`config.mk`:
```
export PLATFORM = sky130hd
export DESIGN_NAME = vec_collect
export DESIGN_NICKNAME = d
export VERILOG_FILES = /design/src/rtl/vec_collect_pkg.sv /design/src/rtl/vec_out_reg.sv /design/src/rtl/vec_collect.sv
export SDC_FILE = /design/constraint.sdc
export NUM_CORES = 1
export LEC_CHECK = 0
export ABC_AREA = 1
export BUFFER_PORTS_ARGS = -buffer_cell sky130_fd_sc_hd__buf_2
export CAP_MARGIN = 25
export CORE_AREA = 10 10 162 276
export DETAILED_ROUTE_END_ITERATION = 8
export DIE_AREA = 0 0 172 286
export GPL_ROUTABILITY_DRIVEN = 0
export PLACE_DENSITY_LB_ADDON = 0.25
export SLEW_MARGIN = 15
export SYNTH_ARGS = -nofsm -noshare
export SYNTH_HDL_FRONTEND = slang
export SYNTH_SLANG_ARGS = --single-unit
export TNS_END_PERCENT = 20
```
`constraint.sdc`:
```
create_clock -name clk -period 8.9 [get_ports clk]
set_clock_uncertainty 0.1 [all_clocks]
set_input_delay 0.89 -clock clk [delete_from_list [all_inputs] [get_ports clk]]
set_output_delay 0.89 -clock clk [all_outputs]
set_load 0.005 [all_outputs]
```
`src/rtl/vec_collect_pkg.sv`:
```
// Shared types and helpers for the vector collector and the tree-reduction blocks.
// clog2 returns the bit count of its argument, so clog2(8) = 4.
package vec_collect_pkg;

    typedef enum logic [0:0] {
        ST_FILL = 1'b0,
        ST_FULL = 1'b1
    } fill_state_t;

    function automatic int clog2(input int value);
        int bits;
        bits = 0;
        for (int i = 0; i < 32; i++) begin
            if ((value >> i) != 0) begin
                bits = i + 1;
            end else begin
                bits = bits;
            end
        end
        return bits;
    endfunction

endpackage

```
`src/rtl/vec_out_reg.sv`:
```
// Output vector register with a valid/ready handshake.
// A load sets oND; a transfer without a simultaneous load clears it.
module vec_out_reg #(
    parameter int NEl  = 8,
    parameter int BWID = 16
) (
    input  logic                  clk,
    input  logic                  rst,
    input  logic                  load,
    input  logic [BWID*NEl-1:0]   frame,
    input  logic                  iReady,
    output logic [BWID*NEl-1:0]   oVData,
    output logic                  oND
);

    logic [BWID*NEl-1:0] vdata_r;
    logic                nd_r;

    // Holds the vector until the downstream takes it
    always_ff @(posedge clk or posedge rst) begin
        if (rst) begin
            vdata_r <= '0;
            nd_r    <= 1'b0;
        end else if (load) begin
            vdata_r <= frame;
            nd_r    <= 1'b1;
        end else if (iReady) begin
            nd_r    <= 1'b0;
        end
    end

    assign oVData = vdata_r;
    assign oND    = nd_r;

endmodule

```
`src/rtl/vec_collect.sv`:
```
// Collects NEl consecutive samples into one packed vector, with frame-start
// resynchronisation and a one-deep hold stage when the output is occupied.
module vec_collect
    import vec_collect_pkg::*;
#(
    parameter int  NEl  = 8,
    parameter int  BWID = 16,
    localparam int IWID = clog2(NEl)
) (
    input  logic                  clk,
    input  logic                  rst,
    input  logic [BWID-1:0]       iData,
    input  logic                  iValid,
    input  logic                  iSOF,
    output logic                  oReady,
    output logic [BWID*NEl-1:0]   oVData,
    output logic [IWID*NEl-1:0]   oVIndx,
    output logic                  oND,
    input  logic                  iReady,
    output logic                  oDrop
);

    localparam logic [IWID-1:0] LAST_IDX = IWID'(NEl - 1);
    localparam logic [IWID-1:0] ONE_IDX  = IWID'(1);
    localparam logic [IWID-1:0] ZERO_IDX = IWID'(0);

    fill_state_t                  state_r, state_s;
    logic [NEl-1:0][BWID-1:0]     fill_r, frame_s;
    logic [IWID-1:0]              cnt_r, cnt_s, idx_s;
    logic                         drop_r, drop_s;
    logic                         accept_s, wr_s, load_s, free_s;

    assign accept_s = iValid && (state_r == ST_FILL);
    // The output can take a frame this edge if it is empty or being drained
    assign free_s   = !oND || iReady;

    // Next-state, write index and frame-move decision
    always_comb begin
        state_s = state_r;
        cnt_s   = cnt_r;
        drop_s  = 1'b0;
        load_s  = 1'b0;
        wr_s    = 1'b0;
        idx_s   = cnt_r;
        case (state_r)
            ST_FILL: begin
                if (accept_s) begin
                    wr_s = 1'b1;
                    if (iSOF) begin
                        idx_s  = ZERO_IDX;
                        drop_s = (cnt_r != ZERO_IDX);
                    end else begin
                        idx_s  = cnt_r;
                    end
                    if (idx_s == LAST_IDX) begin
                        if (free_s) begin
                            load_s = 1'b1;
                            cnt_s  = ZERO_IDX;
                        end else begin
                            state_s = ST_FULL;
                            cnt_s   = LAST_IDX;
                        end
                    end else begin
                        cnt_s = idx_s + ONE_IDX;
                    end
                end else begin
                    cnt_s = cnt_r;
                end
            end
            ST_FULL: begin
                if (!oND) begin
                    load_s  = 1'b1;
                    cnt_s   = ZERO_IDX;
                    state_s = ST_FILL;
                end else begin
                    state_s = ST_FULL;
                end
            end
            default: begin
                state_s = ST_FILL;
                cnt_s   = ZERO_IDX;
            end
        endcase
    end

    // Fill register with the incoming sample merged in, so a completing
    // frame can move to the output on the same edge
    always_comb begin
        frame_s = fill_r;
        for (int k = 0; k < NEl; k++) begin
            if (wr_s && (idx_s == k[IWID-1:0])) begin
                frame_s[k] = iData;
            end else begin
                frame_s[k] = fill_r[k];
            end
        end
    end

    // Controller state, element counter, fill register and drop pulse
    always_ff @(posedge clk or posedge rst) begin
        if (rst) begin
            state_r <= ST_FILL;
            cnt_r   <= ZERO_IDX;
            fill_r  <= '0;
            drop_r  <= 1'b0;
        end else begin
            state_r <= state_s;
            cnt_r   <= cnt_s;
            fill_r  <= frame_s;
            drop_r  <= drop_s;
        end
    end

    vec_out_reg #(
        .NEl  (NEl),
        .BWID (BWID)
    ) u_out (
        .clk    (clk),
        .rst    (rst),
        .load   (load_s),
        .frame  (frame_s),
        .iReady (iReady),
        .oVData (oVData),
        .oND    (oND)
    );

    for (genvar k = 0; k < NEl; k++) begin : g_indx
        assign oVIndx[IWID*k +: IWID] = IWID'(k);
    end

    assign oReady = (state_r == ST_FILL);
    assign oDrop  = drop_r;

endmodule

```
* Word-level counts from Yosys, hierarchy flattened
Cells that the tools add are included.
** Cells by class
- Add/sub/neg operators :: 1
- Multiply operators :: 0
- Div/mod/pow operators :: 0
- $lt $le $gt $ge :: 0
- Equality and inequality tests :: 10
- Shift-type cells :: 0
- Multiplexer cells :: 35
- Bitwise gates (word level) :: 1
- Reductions and logical operators :: 15
** Operators with widths (count)
- 16-bit two-way mux :: 8
- 4-bit two-way mux :: 8
- 4-bit by 3-bit == test with 1-bit output (second input constant) :: 5
- 1-bit two-way mux :: 15
- 1-bit logical AND :: 9
- 4-bit by 2-bit == test with 1-bit output (second input constant) :: 2
- 4-bit case mux with 2 select lines :: 1
- 4-bit by 1-bit adder with 4-bit output (second input constant) :: 1
- 4-bit by 1-bit == test with 1-bit output (second input constant) :: 1
- 4-bit logical NOT :: 1
- 1-bit case mux with 2 select lines :: 2
- 4-bit nonzero test :: 1
- 3-bit two-way mux :: 1
- 2-bit by 1-bit inequality test with 1-bit output (second input constant) :: 1
- 2-bit inequality test (second input constant) :: 1
- 2-bit AND reduction :: 1
- 2-bit nonzero test :: 1
- 1-bit logical NOT :: 1
- 1-bit logical OR :: 1
- 1-bit NOT :: 1
** Storage, ports and cells
- Register bits :: 263
- Latch bits :: 0
- RAM bits :: 0
- Bits in read-only memories :: 0
- Input bits :: 21
- Output and inout bits :: 163
- Memories kept :: 0

* Logic depth before layout (Yosys ltp)
Gate-level depths: netlist of run 1.
- Depth after elaboration :: 9
- Depth in mapped cells :: 10
- Depth with buffers taken out :: 9

* Cells and area by module
From an unflattened synthesis of run 1, not the netlist that was laid out.
** Second synthesis, totals
- Cell total of the unflattened synthesis :: 1214
- Area, all modules :: 10847.9 um^2
** Modules (own cells, without submodules)
- vec_collect :: instances 1, cells an instance 668, area an instance 5975.7 um^2, seq. area each 3353.2 um^2
- vec_out_reg :: instances 1, cells an instance 546, area an instance 4872.2 um^2, seq. area each 3228.1 um^2

* Least setup slack after synthesis of run 1
Ideal clock, no wire load.
- Path kind :: input port to flip-flop
- Start point :: in iSOF
- End point :: reg u_out.vdata_r[10] (netlist: u_out.oVData[10])
- Library setup time :: 0.117 ns
- Arrival time :: 1.838 ns
- Path slack :: 6.846 ns
- Cell stages on the path :: 10
- Buffers on the path :: 2
- Cell sequence :: inv_2 > nand3_4 > nor2_4 > nand2_1 > nand2_1 > nand2_1 > buf_4 > buf_2 > nand2_1 > nand2_1
** On the way
- Longest elaborated chain between the ends :: 8
- Elaborated cells between the ends (all ways) :: 12
- Those cells by class :: 1 x eq/ne; 9 x mux; 2 x reduce/logical
** RTL lines
- from (decl) :: RTL line vec_collect.sv:14 : input logic iSOF,
- 4-bit two-way mux * :: RTL line vec_collect.sv:49 : if (iSOF) begin
- 4-bit two-way mux * :: RTL line vec_collect.sv:47 : if (accept_s) begin
- 4-bit two-way mux * :: RTL line vec_collect.sv:45 : case (state_r)
- branches (longest 5 deep; another with 4-bit by 3-bit == test with 1-bit output)
- to (signal assigned) :: RTL line vec_out_reg.sv:25 : vdata_r <= frame;
- to (decl) :: RTL line vec_out_reg.sv:16 : logic [BWID*NEl-1:0] vdata_r;
Every way passes the cells marked *. The select of a mux whose other input is x is not followed.
A chain may end at the register's enable or synchronous reset.

==> results.cfg, run 1 <==
[route]
first_pass_iters = 4
ant_nets = 0
vias = 8141
wl_um = 34100
drt-initial-drc-count = 618
drt_drc_violations_left = 0
vias_per_cell = 4.45
wire_per_inst_um = 18.6

[clock_tree]
cts.sinks = 263
cts_tree = done
cts-root-buf = clkbuf_16
cts_made_buffers = 26
clk_latency_ns = 0.55
post_cts_buffers = 0
clk_pin_slew_ns = 0.07
clockBufferDepth = 3
cts_resized = 0
htree_levels = 1
ctsHoldBuffers = 0

[timing]
finalCriticalPeriod_ns = 3.18
relSlewSlack_pct = 36.6
finalSetupViolations = 0
fin_setup_tns_ns = 0
hold_slack_ns = 0.363
period_share_pct = 35.7
rsz0062_at_grt = no
final_hold_viol_count = 0
worst_pin_slew_ns = 0.950
fmax_ghz = 0.315
setup_ws_ns = 5.72
finalMaxSlewViolations = 0

[cells_and_area]
layout_common_cells = 657 x nand2_1, 263 x dfrtp_1, 151 x buf_2, 102 x nand3_1, 33 x nand4_1
layout_commonest_cell = nand2_1
nets = 1336
design_area_um2 = 12600
utilization_pct = 31.4
drive_gt1_share_pct = 17.2
layout.cells.non_filler = 1831
area_delta_synth_final_pct = 18.0

[power]
p_per_area_nw_per_um2 = 246
fin_total_pwr_mw = 3.09
p_leak_nw = 7.20
ir_drop_v = 0.000122

[yosys]
ys_warn_count = 0
syn_area_um2 = 10700
synth-simple-area-share_pct = 31.4
syn_inst = 1210
synth_top_family_by_area = simple AND/OR/NAND/NOR gates
synthDistinctLibCells = 23
synth-seq-cells = 263
syn_avg_cell_area_um2 = 8.81
synth-seq-area-share_pct = 61.7
synthXorXnorAreaFrac_pct = 0
synth_fa_ha_area_share_pct = 0
synth_compound_area_share_pct = 0.434
synthMuxAreaShare_pct = 0

[placed_design]
dp_slack_ns = 5.24
placedCellCount = 1781
place_hpwl_um = 21800
port_buffers = 151
dpl_cell_area_um2 = 11600

[min_path]
hp-class = register to register

[critical_path]
cp-end-kind = register
cp-start-kind = register
arrival_ns = 3.51
path_class = register to register
crit_buf_inv = 2
max_stage_delay_ns = 0.70
slowest_stage = inv_2
required_ns = 9.23
cp_top_family = simple AND/OR/NAND/NOR gates
worstPathMaxFanout = 50
cp_common_cell = nand2_1
crit_chain = inv_2 -> nor2_4 -> nand2_1 -> inv_2 -> nand2_1 -> nand2_1 -> nand2_1 -> nand2_1 -> nand2_1

[global_routing]
use_met1_pct = 16.5
use_met2_pct = 23.4
grt_busiest_layer = met2
grt_usage_pct = 13.7
grtUsageMet3_pct = 3.05
grt_pass1_vias = 8305
grt_pass1_wl_um = 51600
antenna_found_initial = 2
grt_start_max_net_pins = 122
overflow = 0

[die]
start_util_pct = 26.6
coreArea_um2 = 40100
die_h_um = 286
die_w_um = 172
dieArea_um2 = 49200
ios = 184
row_count = 97

[flow_run]
drv_cap = 0

[status]
outcome = finished, final reports clean
synthesized netlist by cell type:
master	number	area [um^2]
buf_4	39	293
dfrtp_1	263	6580
o21ai_0	6	30.0
or2_2	1	6.26
nand3_1	102	510
buf_6	1	11.3
a21oi_1	2	10.0
o22ai_1	1	6.26
buf_1	2	7.51
nor2_4	5	56.3
buf_2	47	235
nor3_4	1	16.3
nand2_1	659	2470
clkbuf_2	1	5.00
clkbuf_1	22	82.6
nand2_2	2	12.5
nor2_1	6	22.5
nand4_1	33	206
inv_1	3	11.3
nand3_2	3	30.0
nand3_4	1	17.5
inv_2	8	30.0
conb_1	2	7.51
cell type report:
cell class / instances / area [um^2]
antenna: 1 / 2.50
sequential: 263 / 6580
tap: 495 / 619
inverter: 11 / 48.8
fill: 4281 / 27500
timing repair buffer: 159 / 836
clock buffer: 30 / 697
clock inverter: 18 / 262
multi-input combinational: 854 / 3540
layer usage:
metal  vias up  share of wire (%)
met5         -                  0
met4         0                2.8
met3        55                7.7
met2       262                 50
met1      3901                 40
li1       3923                  -
power breakdown:
| part | switching, mW | internal [mW] | leakage (nW) |
|---|---|---|---|
| Sequential | 0.0635 | 1.39 | 3.52 |
| Clock | 0.501 | 0.740 | 0.460 |
| Combinational | 0.276 | 0.120 | 3.22 |
| Total | 0.841 | 2.25 | 7.20 |
worst register-to-register path: cells and delay by family (launching register included):
family | cells | cell delay (ns)
AND/OR/NAND/NOR | 7 | 1.74
flip-flops | 1 | 0.45
buffers and inverters | 2 | 0.79
logic make-up after synthesis:
family                 after synthesis
DFF                                263
other                                2
and+or+nand+nor                    813
AOI/OAI and AO/OA                    9
buffers and inverters              123
sequential cells by signal, indices dropped and copies added, names as in the netlist:
signal        cells
state_r           1
oDrop             1
cnt_r             4
u_out.oVData    128
fill_r          128
u_out.oND         1
path summary, 6_finish.rpt:
check | end | slack, ns | startpoint | cells past startpoint
setup / recovery | u_out.oVData[84] | 5.72 | cnt_r[2] | 9
hold / removal | u_out.oVData[106] | 0.36 | u_out.oVData[106] | 2
setup reg to reg | u_out.oVData[84] | 5.72 | cnt_r[2] | 9
hold reg to reg | u_out.oVData[106] | 0.36 | u_out.oVData[106] | 2
max in group asynchronous | u_out.oVData[76] | 6.83 | rst | 3
min in group asynchronous | u_out.oVData[58] | 0.39 | rst | 2
Power figures use the tool's default switching activity.
==> inputs of run 2 (changes only) <==
==> constraint.sdc (replaced) <==
create_clock -name clk -period 2.6 [get_ports clk]
set_clock_uncertainty 0.1 [all_clocks]
set_input_delay 0.26 -clock clk [delete_from_list [all_inputs] [get_ports clk]]
set_output_delay 0.26 -clock clk [all_outputs]
set_load 0.005 [all_outputs]
==> results.cfg, run 2 (synthesis results as in run 1) <==
[critical_path]
crit_chain = dlygate4sd3_1 -> buf_2 -> inv_2 -> nand3_4 -> nor2_4 -> nand2_1 -> nand2_1 -> nand2_4 -> buf_4 -> nand2_1 -> nand2_1
slowest_stage = dlygate4sd3_1
cp_common_cell = nand2_1
arrival_ns = 2.46
max_stage_delay_ns = 0.56
worstPathMaxFanout = 32
r2r_setup_slack_ns = 0.49
path_class = input pin to register
required_ns = 2.93
cp-end-kind = register
cp-start-kind = input pin

[cells_and_area]
drive_gt1_share_pct = 18.6
area_delta_synth_final_pct = 20.7
layout_common_cells = 657 x nand2_1, 263 x dfrtp_1, 151 x buf_2, 102 x nand3_1, 33 x nand4_1
antenna-diode-count = 0
nets = 1364
num-fill-cells = 4277
layout_commonest_cell = nand2_1
layout.cells.non_filler = 1859
utilization_pct = 32.1

[flow_run]
drv_cap = 0

[placed_design]
placedCellCount = 1804
place_hpwl_um = 23400
port_buffers = 151

[route]
drt-initial-drc-count = 727
wire_per_inst_um = 19.1
vias = 8281
vias_per_cell = 4.45
drt_drc_violations_left = 0
ant_nets = 0
wl_um = 35500
first_pass_iters = 5

[power]
p_per_area_nw_per_um2 = 823
p_leak_nw = 7.37
ir_drop_v = 0.000434

[clock_tree]
cts_made_buffers = 27
cts.sinks = 263
clockBufferDepth = 3
clk_latency_ns = 0.55
clk_pin_slew_ns = 0.07
post_cts_buffers = 0
htree_levels = 1
cts_resized = 0
cts_tree = done
cts-root-buf = clkbuf_16
ctsHoldBuffers = 5

[die]
dieArea_um2 = 49200
coreArea_um2 = 40100
die_w_um = 172
die_h_um = 286
ios = 184
row_count = 97
start_util_pct = 26.6

[timing]
final_hold_viol_count = 0
finalSetupViolations = 0
finalMaxSlewViolations = 0
fmax_ghz = 0.471
finalCriticalPeriod_ns = 2.12
relSlewSlack_pct = 60.7
rsz0062_at_grt = no
worst_pin_slew_ns = 0.588
period_share_pct = 81.7

[min_path]
hp-class = input pin to register

[status]
outcome = finished, final reports clean

[global_routing]
grt_usage_pct = 14.2
grt_pass1_vias = 8464
antenna_found_initial = 2
overflow = 0
grt_start_max_net_pins = 84
grt_pass1_wl_um = 53700
-- run 2: worst paths after layout --
check / from / cells after the start / to
worst max-delay path: iSOF / 11 / u_out.oVData[78]
worst min-delay path: iData[2] / 3 / fill_r[114]
worst max register to register: state_r / 9 / u_out.oVData[102]
worst min register to register: u_out.oVData[44] / 2 / u_out.oVData[44]
max in group asynchronous: rst / 5 / fill_r[73]
min in group asynchronous: rst / 3 / fill_r[51]
-- run 2: layout make-up --
cell class                 instances  area (um^2)  area share, %
clock buffer                      35          766           5.95
clock inverter                    15          209           1.62
inverter                          11         45.0          0.350
multi-input combinational        854         3540           27.5
sequential                       263         6580           51.1
tap                              495          619           4.81
timing repair buffer             186         1120           8.69
-- run 2: critical path, delay by kind of cell --
family	cells	cell delay (ns)
simple gates	7	0.94
buf+inv	4	1.23
-- run 2: where the power goes --
| group | switching, mW | internal, mW |
|---|---|---|
| Clock | 1.74 | 2.50 |
| Combinational | 0.924 | 0.443 |
| Sequential | 0.224 | 4.77 |
| Total | 2.89 | 7.71 |
-- run 2: per-stage QoR --
stage	total power, mW	hold slack (ns)	cell area, um^2	setup TNS, ns	setup slack, ns
3_5_place_dp	6.46	0.168	11900	0	0.446
5_1_grt	11.2	0.0689	12900	0	0.282
6_report	10.6	0.0697	12900	0	0.476
3_3_place_gp	6.41	0.166	11900	0	0.444
4_1_cts	10.8	0.0416	12900	0	0.431
2_1_floorplan	5.98	0.338	10800	-323.37	-1.23
-- run 2: per-layer routing --
metal | vias to the layer above | routed length [um] | part of all wire, % | GRT usage (%)
met5 | - | 26 | 0.073 | 0
met4 | 4 | 663 | 1.9 | 3.76
met3 | 48 | 2140 | 6.0 | 2.90
met2 | 209 | 18100 | 51 | 24.8
met1 | 4044 | 14500 | 41 | 17.3
li1 | 3976 | - | - | -
==> inputs of run 3 (changes only) <==
==> constraint.sdc (replaced) <==
create_clock -name clk -period 2.2 [get_ports clk]
set_clock_uncertainty 0.1 [all_clocks]
set_input_delay 0.22 -clock clk [delete_from_list [all_inputs] [get_ports clk]]
set_output_delay 0.22 -clock clk [all_outputs]
set_load 0.005 [all_outputs]
==> results.cfg, run 3 (synthesis results as in run 1) <==
[min_path]
whs_path_depth = 3
hold_end = fill_r[78]
hold_start = iData[14]
hp-class = input pin to register

[critical_path]
worstPathMaxFanout = 16
path_class = input pin to register
cp-end-kind = register
cp_top_family = simple AND/OR/NAND/NOR gates
cp-start-kind = input pin
slowest_stage = dlygate4sd3_1
cp_common_cell = nand2_1
max_stage_delay_ns = 0.57
arrival_ns = 2.20
r2r_end = u_out.oVData[123]
r2r_start = cnt_r[2]
required_ns = 2.53
crit_chain = dlygate4sd3_1 -> buf_2 -> inv_2 -> nand2_1 -> nor2_4 -> nand2_1 -> nand2_1 -> nand2_1 -> nand2_1 -> nand2_1
crit_buf_inv = 3
r2r_setup_slack_ns = 0.35
rr_worst_depth = 11

[route]
drt-initial-drc-count = 622
vias_per_cell = 4.48
ant_nets = 0
wire_per_inst_um = 18.8
vias = 8320
drt_drc_violations_left = 0
wl_um = 34900
first_pass_iters = 5

[global_routing]
grt_start_max_net_pins = 81
grt_usage_pct = 14.1
grt_pass1_wl_um = 53400
antenna_found_initial = 1
overflow = 0
grt_pass1_vias = 8434

[die]
die_h_um = 286
coreArea_um2 = 40100
dieArea_um2 = 49200
row_count = 97
die_w_um = 172
ios = 184
start_util_pct = 26.6

[timing]
hold_slack_ns = 0.0481
worst_pin_slew_ns = 0.583
rsz0062_at_grt = no
period_share_pct = 85.0
finalMaxSlewViolations = 0
finalSetupViolations = 0
fmax_ghz = 0.535
final_hold_viol_count = 0
finalCriticalPeriod_ns = 1.87
relSlewSlack_pct = 61.0

[cells_and_area]
drive_gt1_share_pct = 18.3
nets = 1366
layout_commonest_cell = nand2_1
num-fill-cells = 4238
area_delta_synth_final_pct = 20.4
antenna-diode-count = 0
layout_common_cells = 657 x nand2_1, 263 x dfrtp_1, 151 x buf_2, 102 x nand3_1, 33 x nand4_1
design_area_um2 = 12800

[clock_tree]
htree_levels = 1
clockBufferDepth = 3
cts_made_buffers = 26
clk_pin_slew_ns = 0.07
clk_latency_ns = 0.55
cts.sinks = 263
post_cts_buffers = 0
cts-root-buf = clkbuf_16
cts_tree = done

[placed_design]
port_buffers = 151
place_hpwl_um = 23000
dpl_cell_area_um2 = 11900

[power]
ir_drop_v = 0.000465
p_per_area_nw_per_um2 = 945
p_leak_nw = 7.34

[flow_run]
drv_cap = 0

[status]
outcome = finished, final reports clean
run 3: cell count changes in the layout (fill, tap and decap cells not counted), sizes merged, moves of 2 or more:
cell	delta
buf	+2
bufinv	-2
clkbuf	+3
clkinv	-5
clkinvlp	+2
inv	-2
run 3: repair_timing:
| item | CTS | global route |
|---|---|---|
| resized for setup | 0 | 0 |
| hold endpoints to repair | 133 | 0 |
| hold buffers | 6 | 0 |
run 3: how the worst max path moves through the flow:
stage | from | end | slack (ns) | cells past startpoint
global placement | state_r | u_out.oVData[50] | 0.36 | 8
CTS | cnt_r[2] | u_out.oVData[123] | 0.32 | 11
floorplan | rst | cnt_r[0] | -1.59 | 1
detailed placement | cnt_r[0] | u_out.oVData[22] | 0.35 | 7
global route | cnt_r[0] | u_out.oVData[26] | 0.16 | 7
finish | iSOF | u_out.oVData[22] | 0.33 | 10
run 3: final cells by class:
type | instances | area (um^2) | area share [%]
Sequential cell | 263 | 6580 | 51.3
Clock buffer | 38 | 777 | 6.05
Inverter | 11 | 45.0 | 0.351
Tap cell | 495 | 619 | 4.83
Clock inverter | 8 | 95.1 | 0.741
Multi-Input combinational cell | 854 | 3540 | 27.5
Timing Repair Buffer | 189 | 1180 | 9.20
run 3: power breakdown:
part	internal (mW)	total, mW	leakage [nW]	switching, mW
Clock	2.67	4.60	0.426	1.93
Sequential	5.64	5.90	3.52	0.265
Combinational	0.531	1.62	3.39	1.09
run 3: metal layers:
| metal | routed length, um | part of all wire [%] | GRT usage (%) |
|---|---|---|---|
| met1 | 14500 | 41 | 17.7 |
| met2 | 17700 | 51 | 24.2 |
| met3 | 1870 | 5.4 | 2.00 |
| met4 | 822 | 2.4 | 4.17 |
| met5 | 13 | 0.037 | 0 |
run 3: tightest hold or removal path, cell delays in order:
cell and delay [ns]:
buf_2 0.23, nand3_1 0.13, nand2_1 0.06
run 3: metrics by stage:
step	TNS, ns	cells	setup slack (ns)	total power, mW	utilization (%)
2_1_floorplan	-418.05	1240	-1.59	7.06	-
3_3_place_gp	0	1806	0.355	7.58	29.7
3_5_place_dp	0	1806	0.350	7.63	29.7
4_1_cts	0	1858	0.324	12.3	32.0
5_1_grt	0	1858	0.159	12.8	32.0
6_report	0	1858	0.330	12.1	32.0
